<file path="src/rtl/seg7_pkg.sv">
// Shared definitions for the seven-segment display controller: register map,
// CTRL bit positions and the hex-to-segment table for the inverted panel.
package seg7_pkg;

    typedef enum logic [1:0] {
        REG_DATA = 2'd0,
        REG_CTRL = 2'd1,
        REG_STAT = 2'd2,
        REG_RSVD = 2'd3
    } reg_idx_t;

    localparam int CTRL_EN_BIT    = 0;
    localparam int CTRL_BLINK_LSB = 4;

    // Entry n is the segment pattern (g..a) for hex digit n; listed F down to 0.
    localparam logic [15:0][6:0] SEG_CODES = {
        7'h4E, 7'h4F, 7'h73, 7'h0F, 7'h67, 7'h7E, 7'h7C, 7'h7F,
        7'h38, 7'h6F, 7'h6D, 7'h74, 7'h79, 7'h5B, 7'h30, 7'h3F
    };

    function automatic logic [6:0] hex_to_seg(input logic [3:0] nib);
        return SEG_CODES[nib];
    endfunction

endpackage

</file>
<file path="src/rtl/seg7_scan.sv">
// Digit scan engine: slot timer, digit sequencer, anti-ghost blanking and
// registered COMM/SEG drive. Optional blink gating under SEG7_BLINK_EN.
module seg7_scan
    import seg7_pkg::*;
#(
    parameter int REFRESH_DIV  = 3840,
    parameter int BLANK_CYCLES = 16,
    parameter int BLINK_DIV    = 8000000
) (
    input  logic        clk,
    input  logic        resetn,
    input  logic [15:0] disp,
    input  logic        enable,
`ifdef SEG7_BLINK_EN
    input  logic [3:0]  blink_mask,
`endif
    output logic [1:0]  dd,
    output logic        frame_tick,
    output logic [3:0]  comm,
    output logic [6:0]  seg
);

    localparam int CW = $clog2(REFRESH_DIV + 1);
    localparam logic [CW-1:0] SLOT_LAST = CW'(REFRESH_DIV - 1);
    localparam logic [CW-1:0] BLANK_END = CW'(BLANK_CYCLES);

    logic [CW-1:0] slot_cnt;
    logic          slot_end;
    logic          digit_blanked;
    logic          dark;
    logic [3:0]    nibble;
    logic [3:0]    comm_next;
    logic [6:0]    seg_next;

    assign slot_end   = (slot_cnt == SLOT_LAST);
    assign frame_tick = slot_end && (dd == 2'd0);

    // Digits are visited 3,2,1,0 so the frame ends on the most significant digit.
    always_ff @(posedge clk or negedge resetn) begin
        if (!resetn) begin
            slot_cnt <= '0;
            dd       <= 2'd3;
        end else if (slot_end) begin
            slot_cnt <= '0;
            dd       <= dd - 2'd1;
        end else begin
            slot_cnt <= slot_cnt + CW'(1);
        end
    end

`ifdef SEG7_BLINK_EN
    localparam int BW = $clog2(BLINK_DIV + 1);
    localparam logic [BW-1:0] BLINK_RELOAD = BW'(BLINK_DIV - 1);

    logic [BW-1:0] blink_cnt;
    logic          blink_phase;

    always_ff @(posedge clk or negedge resetn) begin
        if (!resetn) begin
            blink_cnt   <= BLINK_RELOAD;
            blink_phase <= 1'b0;
        end else if (blink_cnt == '0) begin
            blink_cnt   <= BLINK_RELOAD;
            blink_phase <= ~blink_phase;
        end else begin
            blink_cnt   <= blink_cnt - BW'(1);
        end
    end

    assign digit_blanked = blink_phase && blink_mask[dd];
`else
    logic unused_blink_div;
    assign unused_blink_div = (BLINK_DIV > 0);
    assign digit_blanked    = 1'b0;
`endif

    always_comb begin
        case (dd)
            2'd0:    nibble = disp[15:12];
            2'd1:    nibble = disp[11:8];
            2'd2:    nibble = disp[7:4];
            default: nibble = disp[3:0];
        endcase
    end

    assign dark = !enable || (slot_cnt < BLANK_END) || digit_blanked;

    always_comb begin
        comm_next = 4'b1111;
        seg_next  = '0;
        if (!dark) begin
            comm_next = ~(4'b0001 << dd);
            seg_next  = hex_to_seg(nibble);
        end
    end

    always_ff @(posedge clk or negedge resetn) begin
        if (!resetn) begin
            comm <= 4'b1111;
            seg  <= '0;
        end else begin
            comm <= comm_next;
            seg  <= seg_next;
        end
    end

endmodule

</file>
<file path="src/rtl/seg7_iomem_display.sv">
// picosoc iomem-mapped 4-digit seven-segment controller: bus registers and decode.
// Define SEG7_BLINK_EN to enable per-digit blinking through CTRL[7:4].
module seg7_iomem_display
    import seg7_pkg::*;
#(
    parameter logic [7:0] BASE_HI      = 8'h04,
    parameter int         REFRESH_DIV  = 3840,
    parameter int         BLANK_CYCLES = 16,
    parameter int         BLINK_DIV    = 8000000
) (
    input  logic        clk,
    input  logic        resetn,
    input  logic        iomem_valid,
    output logic        iomem_ready,
    input  logic [3:0]  iomem_wstrb,
    input  logic [31:0] iomem_addr,
    input  logic [31:0] iomem_wdata,
    output logic [31:0] iomem_rdata,
    output logic [3:0]  comm,
    output logic [6:0]  seg,
    output logic        frame_tick
);

    logic        hit;
    reg_idx_t    reg_idx;
    logic [15:0] shadow;
    logic [15:0] disp;
    logic        enable;
    logic [7:0]  frame_cnt;
    logic [7:0]  ctrl_value;
    logic [31:0] rd_value;
    logic [1:0]  dd;

    assign hit     = iomem_valid && !iomem_ready && (iomem_addr[31:24] == BASE_HI);
    assign reg_idx = reg_idx_t'(iomem_addr[3:2]);

`ifdef SEG7_BLINK_EN
    logic [3:0] blink_mask;
    assign ctrl_value = {blink_mask, 3'b000, enable};
`else
    assign ctrl_value = {7'd0, enable};
`endif

    always_comb begin
        rd_value = '0;
        case (reg_idx)
            REG_DATA: rd_value[15:0] = shadow;
            REG_CTRL: rd_value[7:0]  = ctrl_value;
            REG_STAT: rd_value       = {16'd0, frame_cnt, 6'd0, dd};
            default:  rd_value       = '0;
        endcase
    end

    // The ready term inside hit guarantees a one-cycle gap between acknowledges.
    always_ff @(posedge clk or negedge resetn) begin
        if (!resetn) begin
            iomem_ready <= 1'b0;
            iomem_rdata <= '0;
            shadow      <= '0;
            enable      <= 1'b1;
`ifdef SEG7_BLINK_EN
            blink_mask  <= '0;
`endif
        end else begin
            iomem_ready <= hit;
            iomem_rdata <= hit ? rd_value : '0;
            if (hit) begin
                case (reg_idx)
                    REG_DATA: begin
                        if (iomem_wstrb[0]) shadow[7:0]  <= iomem_wdata[7:0];
                        if (iomem_wstrb[1]) shadow[15:8] <= iomem_wdata[15:8];
                    end
                    REG_CTRL: begin
                        if (iomem_wstrb[0]) begin
                            enable     <= iomem_wdata[CTRL_EN_BIT];
`ifdef SEG7_BLINK_EN
                            blink_mask <= iomem_wdata[CTRL_BLINK_LSB +: 4];
`endif
                        end
                    end
                    default: ;
                endcase
            end
        end
    end

    // Displayed value only changes at frame boundaries so a frame never tears.
    always_ff @(posedge clk or negedge resetn) begin
        if (!resetn) begin
            disp      <= '0;
            frame_cnt <= '0;
        end else if (frame_tick) begin
            disp      <= shadow;
            frame_cnt <= frame_cnt + 8'd1;
        end
    end

    logic unused_bus;
    assign unused_bus = ^{iomem_addr[23:4], iomem_addr[1:0], iomem_wdata[31:16], iomem_wstrb[3:2]};

    seg7_scan #(
        .REFRESH_DIV  (REFRESH_DIV),
        .BLANK_CYCLES (BLANK_CYCLES),
        .BLINK_DIV    (BLINK_DIV)
    ) u_scan (
        .clk        (clk),
        .resetn     (resetn),
        .disp       (disp),
        .enable     (enable),
`ifdef SEG7_BLINK_EN
        .blink_mask (blink_mask),
`endif
        .dd         (dd),
        .frame_tick (frame_tick),
        .comm       (comm),
        .seg        (seg)
    );

endmodule

</file>
<file path="config.mk">
export PLATFORM = sky130hd
export DESIGN_NAME = seg7_iomem_display
export DESIGN_NICKNAME = d
export VERILOG_FILES = /design/src/rtl/seg7_pkg.sv /design/src/rtl/seg7_scan.sv /design/src/rtl/seg7_iomem_display.sv
export SDC_FILE = /design/constraint.sdc
export NUM_CORES = 1
export LEC_CHECK = 0
export BUFFER_PORTS_ARGS = -buffer_cell sky130_fd_sc_hd__buf_2
export CAP_MARGIN = 25
export CORE_ASPECT_RATIO = 0.5
export CORE_UTILIZATION = 40
export CTS_BUF_LIST = sky130_fd_sc_hd__clkbuf_4 sky130_fd_sc_hd__clkbuf_8
export DETAILED_ROUTE_END_ITERATION = 10
export GPL_ROUTABILITY_DRIVEN = 0
export REMOVE_ABC_BUFFERS = 1
export SLEW_MARGIN = 20
export SYNTH_ARGS = -nofsm -noshare
export SYNTH_HDL_FRONTEND = slang
export SYNTH_SLANG_ARGS = --single-unit
export TNS_END_PERCENT = 10
</file>
<file path="constraint.sdc">
create_clock -name clk -period 4.4 [get_ports clk]
set_input_delay 0.44 -clock clk [delete_from_list [all_inputs] [get_ports clk]]
set_output_delay 0.44 -clock clk [all_outputs]
set_load 0.005 [all_outputs]
</file>
After elaboration in Yosys (flattened, before gate mapping)
Memories as Yosys holds them, arrays and structs flattened.
Index checks and enable logic that the tools add are counted.
{ "word_totals": {"romBits": 112, "regBits": 83, "mem_count": 1, "elab_cells": 44} }
{ "mem_list": {"columns": ["name", "words", "word_bits", "read_ports", "rd_ports_with_merged_regs", "wr", "line_no", "source"], "rows": [
  ["(no name shown)", 16, 7, 1, 0, 0, "seg7_pkg.sv:22", "return SEG_CODES[nib];"]
]} }
{ "classes": {"n_addsub": 3, "n_reduce_logical": 11, "eq_ne": 6, "bitwise_logic": 1, "mux": 8, "n_lt_le_gt_ge": 2, "shift": 1} }
{ "ops": {"columns": ["op", "count"], "rows": [
  ["$pmux W8 S3", 1],
  ["$mux W16", 1],
  ["$pmux W8 S2", 1],
  ["$mux W7", 2],
  ["$add A12 B1 Y12 const B", 1],
  ["$eq A12 B12 Y1 const B", 1],
  ["$lt A12 B5 Y1 const B", 1],
  ["$mux W12", 1],
  ["$pmux W4 S3", 1],
  ["$reduce_and A3 Y1", 3],
  ["$add A8 B1 Y8 const B", 1],
  ["$eq A8 B3 Y1 const B", 1],
  ["$lt A4 B5 Y1 const B", 1],
  ["$eq A2 B1 Y1 const B", 2],
  ["$eq A2 B2 Y1 const B", 2],
  ["$logic_not A2 Y1", 2],
  ["$mux W4", 1],
  ["$not A4 Y4", 1],
  ["$shl A1 B2 Y4 const A", 1],
  ["$logic_and A1 B1 Y1", 3],
  ["$logic_not A1 Y1", 2],
  ["$sub A2 B1 Y2 const B", 1],
  ["$logic_or A1 B1 Y1", 1]
]} }

Longest topological paths before layout
{ "logic_depth": {"depth_word": 5, "depth_mapped": 9, "depth_no_buf": 9} }

Modules after synthesis
From an unflattened synthesis, not the netlist that was laid out.
{ "hier_totals": {"hier_cells": 308, "hier_area_um2": 3829.9} }
{ "by_module_without_submodules": {"columns": ["mod", "area_per_inst_um2", "cells_each", "n_inst"], "rows": [
  ["seg7_iomem_display", 2426.1, 175, 1],
  ["seg7_scan", 1403.8, 133, 1]
]} }

Worst setup path before layout
OpenSTA, ideal clock, no wires.
{ "synth_path": {"kind": "register to register", "startpoint": "register u_scan.dd[1]", "endpoint": "register u_scan.seg[0]", "period_less_slack_ns": 2.080, "arrival_ns": 1.998, "setup_slack_ns": 2.320, "n_path_buf": 1, "setup_time_ns": 0.082, "path_stages_with_launch": 9, "cell_sequence": "dfstp_2 -> ha_1 -> clkbuf_1 -> a21oi_1 -> a21oi_1 -> ha_1 -> nor2_1 -> o21ai_0 -> a31oi_1"} }
{ "synth_via": {"elab_chain_cells": 5, "word_cells_on_any_way": 7} }
{ "synth_rtl": {"columns": ["element", "line_no", "source"], "rows": [
  ["start, declared", "seg7_scan.sv:17", "output logic [1:0] dd,"],
  ["start signal, assigned", "seg7_scan.sv:45", "dd <= dd - 2'd1;"],
  ["$eq A2 B2 Y1 (tied with other cells)", "seg7_scan.sv:78", "case (dd)"],
  ["$pmux W4 S3 *", "seg7_scan.sv:78", null],
  ["$mem_v2 Z16 W7 *", null, null],
  ["$mux W7 (implied by the code) *", "seg7_pkg.sv:22", null],
  ["$mux W7 *", "seg7_scan.sv:91", "if (!dark) begin"],
  ["via u_scan.seg_next[0]", "seg7_scan.sv:33", "logic [6:0] seg_next;"],
  ["end signal, assigned", "seg7_scan.sv:103", "seg <= seg_next;"],
  ["end, declared", "seg7_scan.sv:20", "output logic [6:0] seg"]
]} }
Mark *: on every way through the listed nets, which the timed path passes. The rest lies on a longest branch. The select of a mux whose other input is x is not followed.
A chain may end at the register's enable or synchronous reset.

Worst setup path in the final report
{ "layout_path": {"startpoint": "register u_scan.slot_cnt[0]", "endpoint": "output frame_tick"} }
{ "layout_via": {"elab_chain_cells": 2} }
{ "layout_rtl": {"columns": ["element", "line_no", "source"], "rows": [
  ["start, declared", "seg7_scan.sv:27", "logic [CW-1:0] slot_cnt;"],
  ["start signal, assigned", "seg7_scan.sv:47", "slot_cnt <= slot_cnt + CW'(1);"],
  ["$eq A12 B12 Y1", "seg7_scan.sv:35", "assign slot_end = (slot_cnt == SLOT_LAST);"],
  ["$logic_and A1 B1 Y1", "seg7_scan.sv:36", "assign frame_tick = slot_end && (dd == 2'd0);"],
  ["end, declared", "seg7_iomem_display.sv:21", "output logic frame_tick"]
]} }
No other way between the ends.

==> summary.txt <==
Global route
  • Initial antenna violation count: 0
  • GRT Total Usage: between 10% and 20%
  • Vias in the first global route: 2,555
  • Grt ovf: 0
  • First-pass GRT wire length: 12,700 um
  • Largest net degree at the start of global routing: 84

Final layout
  • Area grow syn2layout: 14.8%
  • Nets@finish: 485
  • Final instance area: 4300 um^2
  • N_diodes: 0
  • Share of layout cells above drive strength 1: 28.0%
  • FILL cells: 797
  • Fin cells: 524

STA
  • Setup TNS: 0 ps
  • Fin. max-slew vios: 0
  • RSZ-0062 raised after global routing: false
  • Fin crit period: 2970 ps
  • Final setup viols: 0
  • Crit share post-route: between 60% and 70%
  • Final Hold Fails: 0
  • Clk_skew: 6.40 ps
  • Worst-Margin Slew: 730 ps
  • Fmax achieved: 337 MHz
  • Relative slew margins: 51.3%

Place
  • Dpl hpwl: 5400 um
  • Placed cell areas: just over 4000 um^2
  • IO buf count: 59
  • Cell Count Post-Placement: approximately 500

Die
  • IO Count: 116
  • Starting Density: 42.1%
  • Core area: 8890 um^2
  • Cell Rows: 24
  • DIE WIDTH: 139 um
  • Die Ht: about 70 um
  • Die Area: between 9000 and 10,000 um^2

Critical path
  • Worst-path fanout max: 17
  • Critical Path AT: 2530 ps
  • CP required: 3960 ps
  • R2r worst-path depth: 7
  • Startpoint types: flip-flop
  • Setup CP Type: flip-flop to primary output
  • Critical Path End Type: primary output

Synth
  • Post-synth top flop: dfrtp_1
  • Avg Cell Area, Syn: 11.0 um^2
  • Synth warn: 0
  • Sequential share of the synthesized area: 55.7%
  • Seq cells post-synth: 83
  • EDFF count, synth: 0
  • Synth cell types: between 40 and 50
  • Gate count after technology mapping: 340
  • Netlist Area Pre-Place: around 3700 um^2
  • Asr flop ratio synth: 100%

Drt
  • Routed Antenna Nets: 0
  • Wirelength per Cell: 14.4 um
  • 1st-pass router iterations: 9
  • Via density: just under 5
  • Drt total wl: between 7000 and 8000 um
  • Total number of vias: 2,566
  • Remaining DRCs: 5
  • DRT iter0 DRCs: 176

Pwr
  • Power density over cell area: around 310 nW/um^2
  • Max VDD drop: 0.121 mV
  • Lkg Pwr: roughly 2.2 nW

Clock tree
  • Clk_lat worst skew: 350 ps
  • Clk pin slew, worst setup/hold paths: 80 ps
  • Inserted Clock Buffers: 9
  • CTS resizes: 0
  • CTS root buf: clkbuf_8
  • Htree depth: 3
  • CTS Hold Bufs: 0
  • Postcts setup bufs: 0
  • TritonCTS clock tree: built
  • Clock sink total: 83
  • Clock Path Buffers: 2

Status
  • Status: finished with violations
  • Failing checks: DRC

Min path
  • Hold Crit Class: input pin to asynchronous set/reset pin

Job
  • MaxCap Viol Count: 0
[synth_stat cells (all sizes together), types with 5 or more instances]
master / count / area share, %
dfstp: 7 / 4.9
xnor2: 12 / 2.8
nand2: 63 / 6.4
mux2i: 14 / 3.7
a21oi: 8 / 1.1
and2: 7 / 1.4
nand3: 11 / 1.5
mux2: 19 / 5.7
dfrtp: 76 / 51
inv: 9 / 0.90
clkbuf: 5 / 0.50
buf: 19 / 3.6
o21ai: 10 / 1.3
ha: 12 / 4.0
nor2: 26 / 2.6
[final timing paths]
| path | from | to | slack, ps |
|---|---|---|---|
| worst max register to register | u_scan.dd[1]$_DFFE_PN1N_ | u_scan.seg[2]$_DFF_PN0_ | 1980 |
| worst min-delay path | resetn | u_scan.slot_cnt[9]$_DFF_PN0_ | 90 |
| max in group asynchronous | resetn | iomem_rdata[0]$_DFF_PN0_ | 3780 |
| min in group clk | iomem_wdata[4] | shadow[4]$_DFFE_PN0P_ | 310 |
| worst min register to register | frame_cnt[5]$_DFFE_PN0P_ | frame_cnt[5]$_DFFE_PN0P_ | 490 |
| worst max-delay path | u_scan.slot_cnt[0]$_DFF_PN0_ | frame_tick | 1430 |
[report_power, final]
part           total (W)  internal (W)  switching, W  leakage, nW
Sequential      0.000765      0.000764    0.00000118         1.12
Combinational  0.0000407     0.0000144     0.0000264         1.01
Clock           0.000544      0.000281      0.000263        0.103
[registers in the layout, indices dropped and copies added (netlist names), 2 cells and up]
signal,count
disp,16
frame_cnt,8
iomem_rdata,16
shadow,16
u_scan.comm,4
u_scan.dd,2
u_scan.seg,7
u_scan.slot_cnt,12
[routing by layer]
metal,wire length [um],vias to the layer above,GRT usage (%)
li1,-,1237,-
met1,3510,1252,21.6
met2,3570,73,28.3
met3,419,4,5.14
met4,58,0,5.56
met5,0,-,0
[metrics by stage]
| stage | utilization [%] | total power, W | hold slack [ps] | worst slack [ps] |
|---|---|---|---|---|
| floorplan | - | 0.000788 | 144 | 2400 |
| global placement | 46.1 | 0.000821 | 462 | 1800 |
| detailed placement | 46.1 | 0.000822 | 468 | 1800 |
| CTS | 48.4 | 0.00137 | 289 | 1390 |
| global route | 48.4 | 0.00141 | 182 | 1190 |
| finish | 48.4 | 0.00135 | 92.7 | 1430 |
[placed cells by master, fill, tap and decap left out, types with 2 or more instances in the layout]
cell,n
dfrtp_1,76
nand2_1,61
buf_2,58
nor2_1,26
mux2_2,19
conb_1,16
mux2i_1,14
xnor2_1,12
ha_1,12
nand3_1,11
o21ai_0,10
clkbuf_8,10
inv_1,9
a21oi_1,8
dfstp_2,7
and2_2,6
and3_1,4
xor2_1,4
nand4_1,3
nor2b_1,3
nor4_1,3
clkinv_2,3
o211ai_1,2
a22oi_1,2
a222oi_1,2
nor3_1,2
nand2_2,2
[critical path: stages (launching register included)]
cell and delay (ps):
dfrtp_1 390, ha_1 240, and4_1 270, nand4_2 390, inv_1 480, buf_4 270, buf_2 140
[logic make-up after synthesis]
logic type                 share of synthesized area (%)
buffers and inverters                               5.01
other                                              0.100
AOI/OAI and AO/OA                                   5.28
xor gates and xnor gates                            3.74
muxes                                               9.45
DFF                                                 55.7
adders and majority gates                           4.01
and+or+nand+nor                                     16.7
[cell type report]
cell class,instances,area (um^2),share of cell area (%)
clock buffers,11,145,3.37
clock inverters,5,52.6,1.22
inverters,9,33.8,0.785
multi-input cells,239,1530,35.5
flip-flops and latches,83,2090,48.5
well taps,117,146,3.40
repair buffers,60,309,7.18
(Power assumes the default switching activity.)
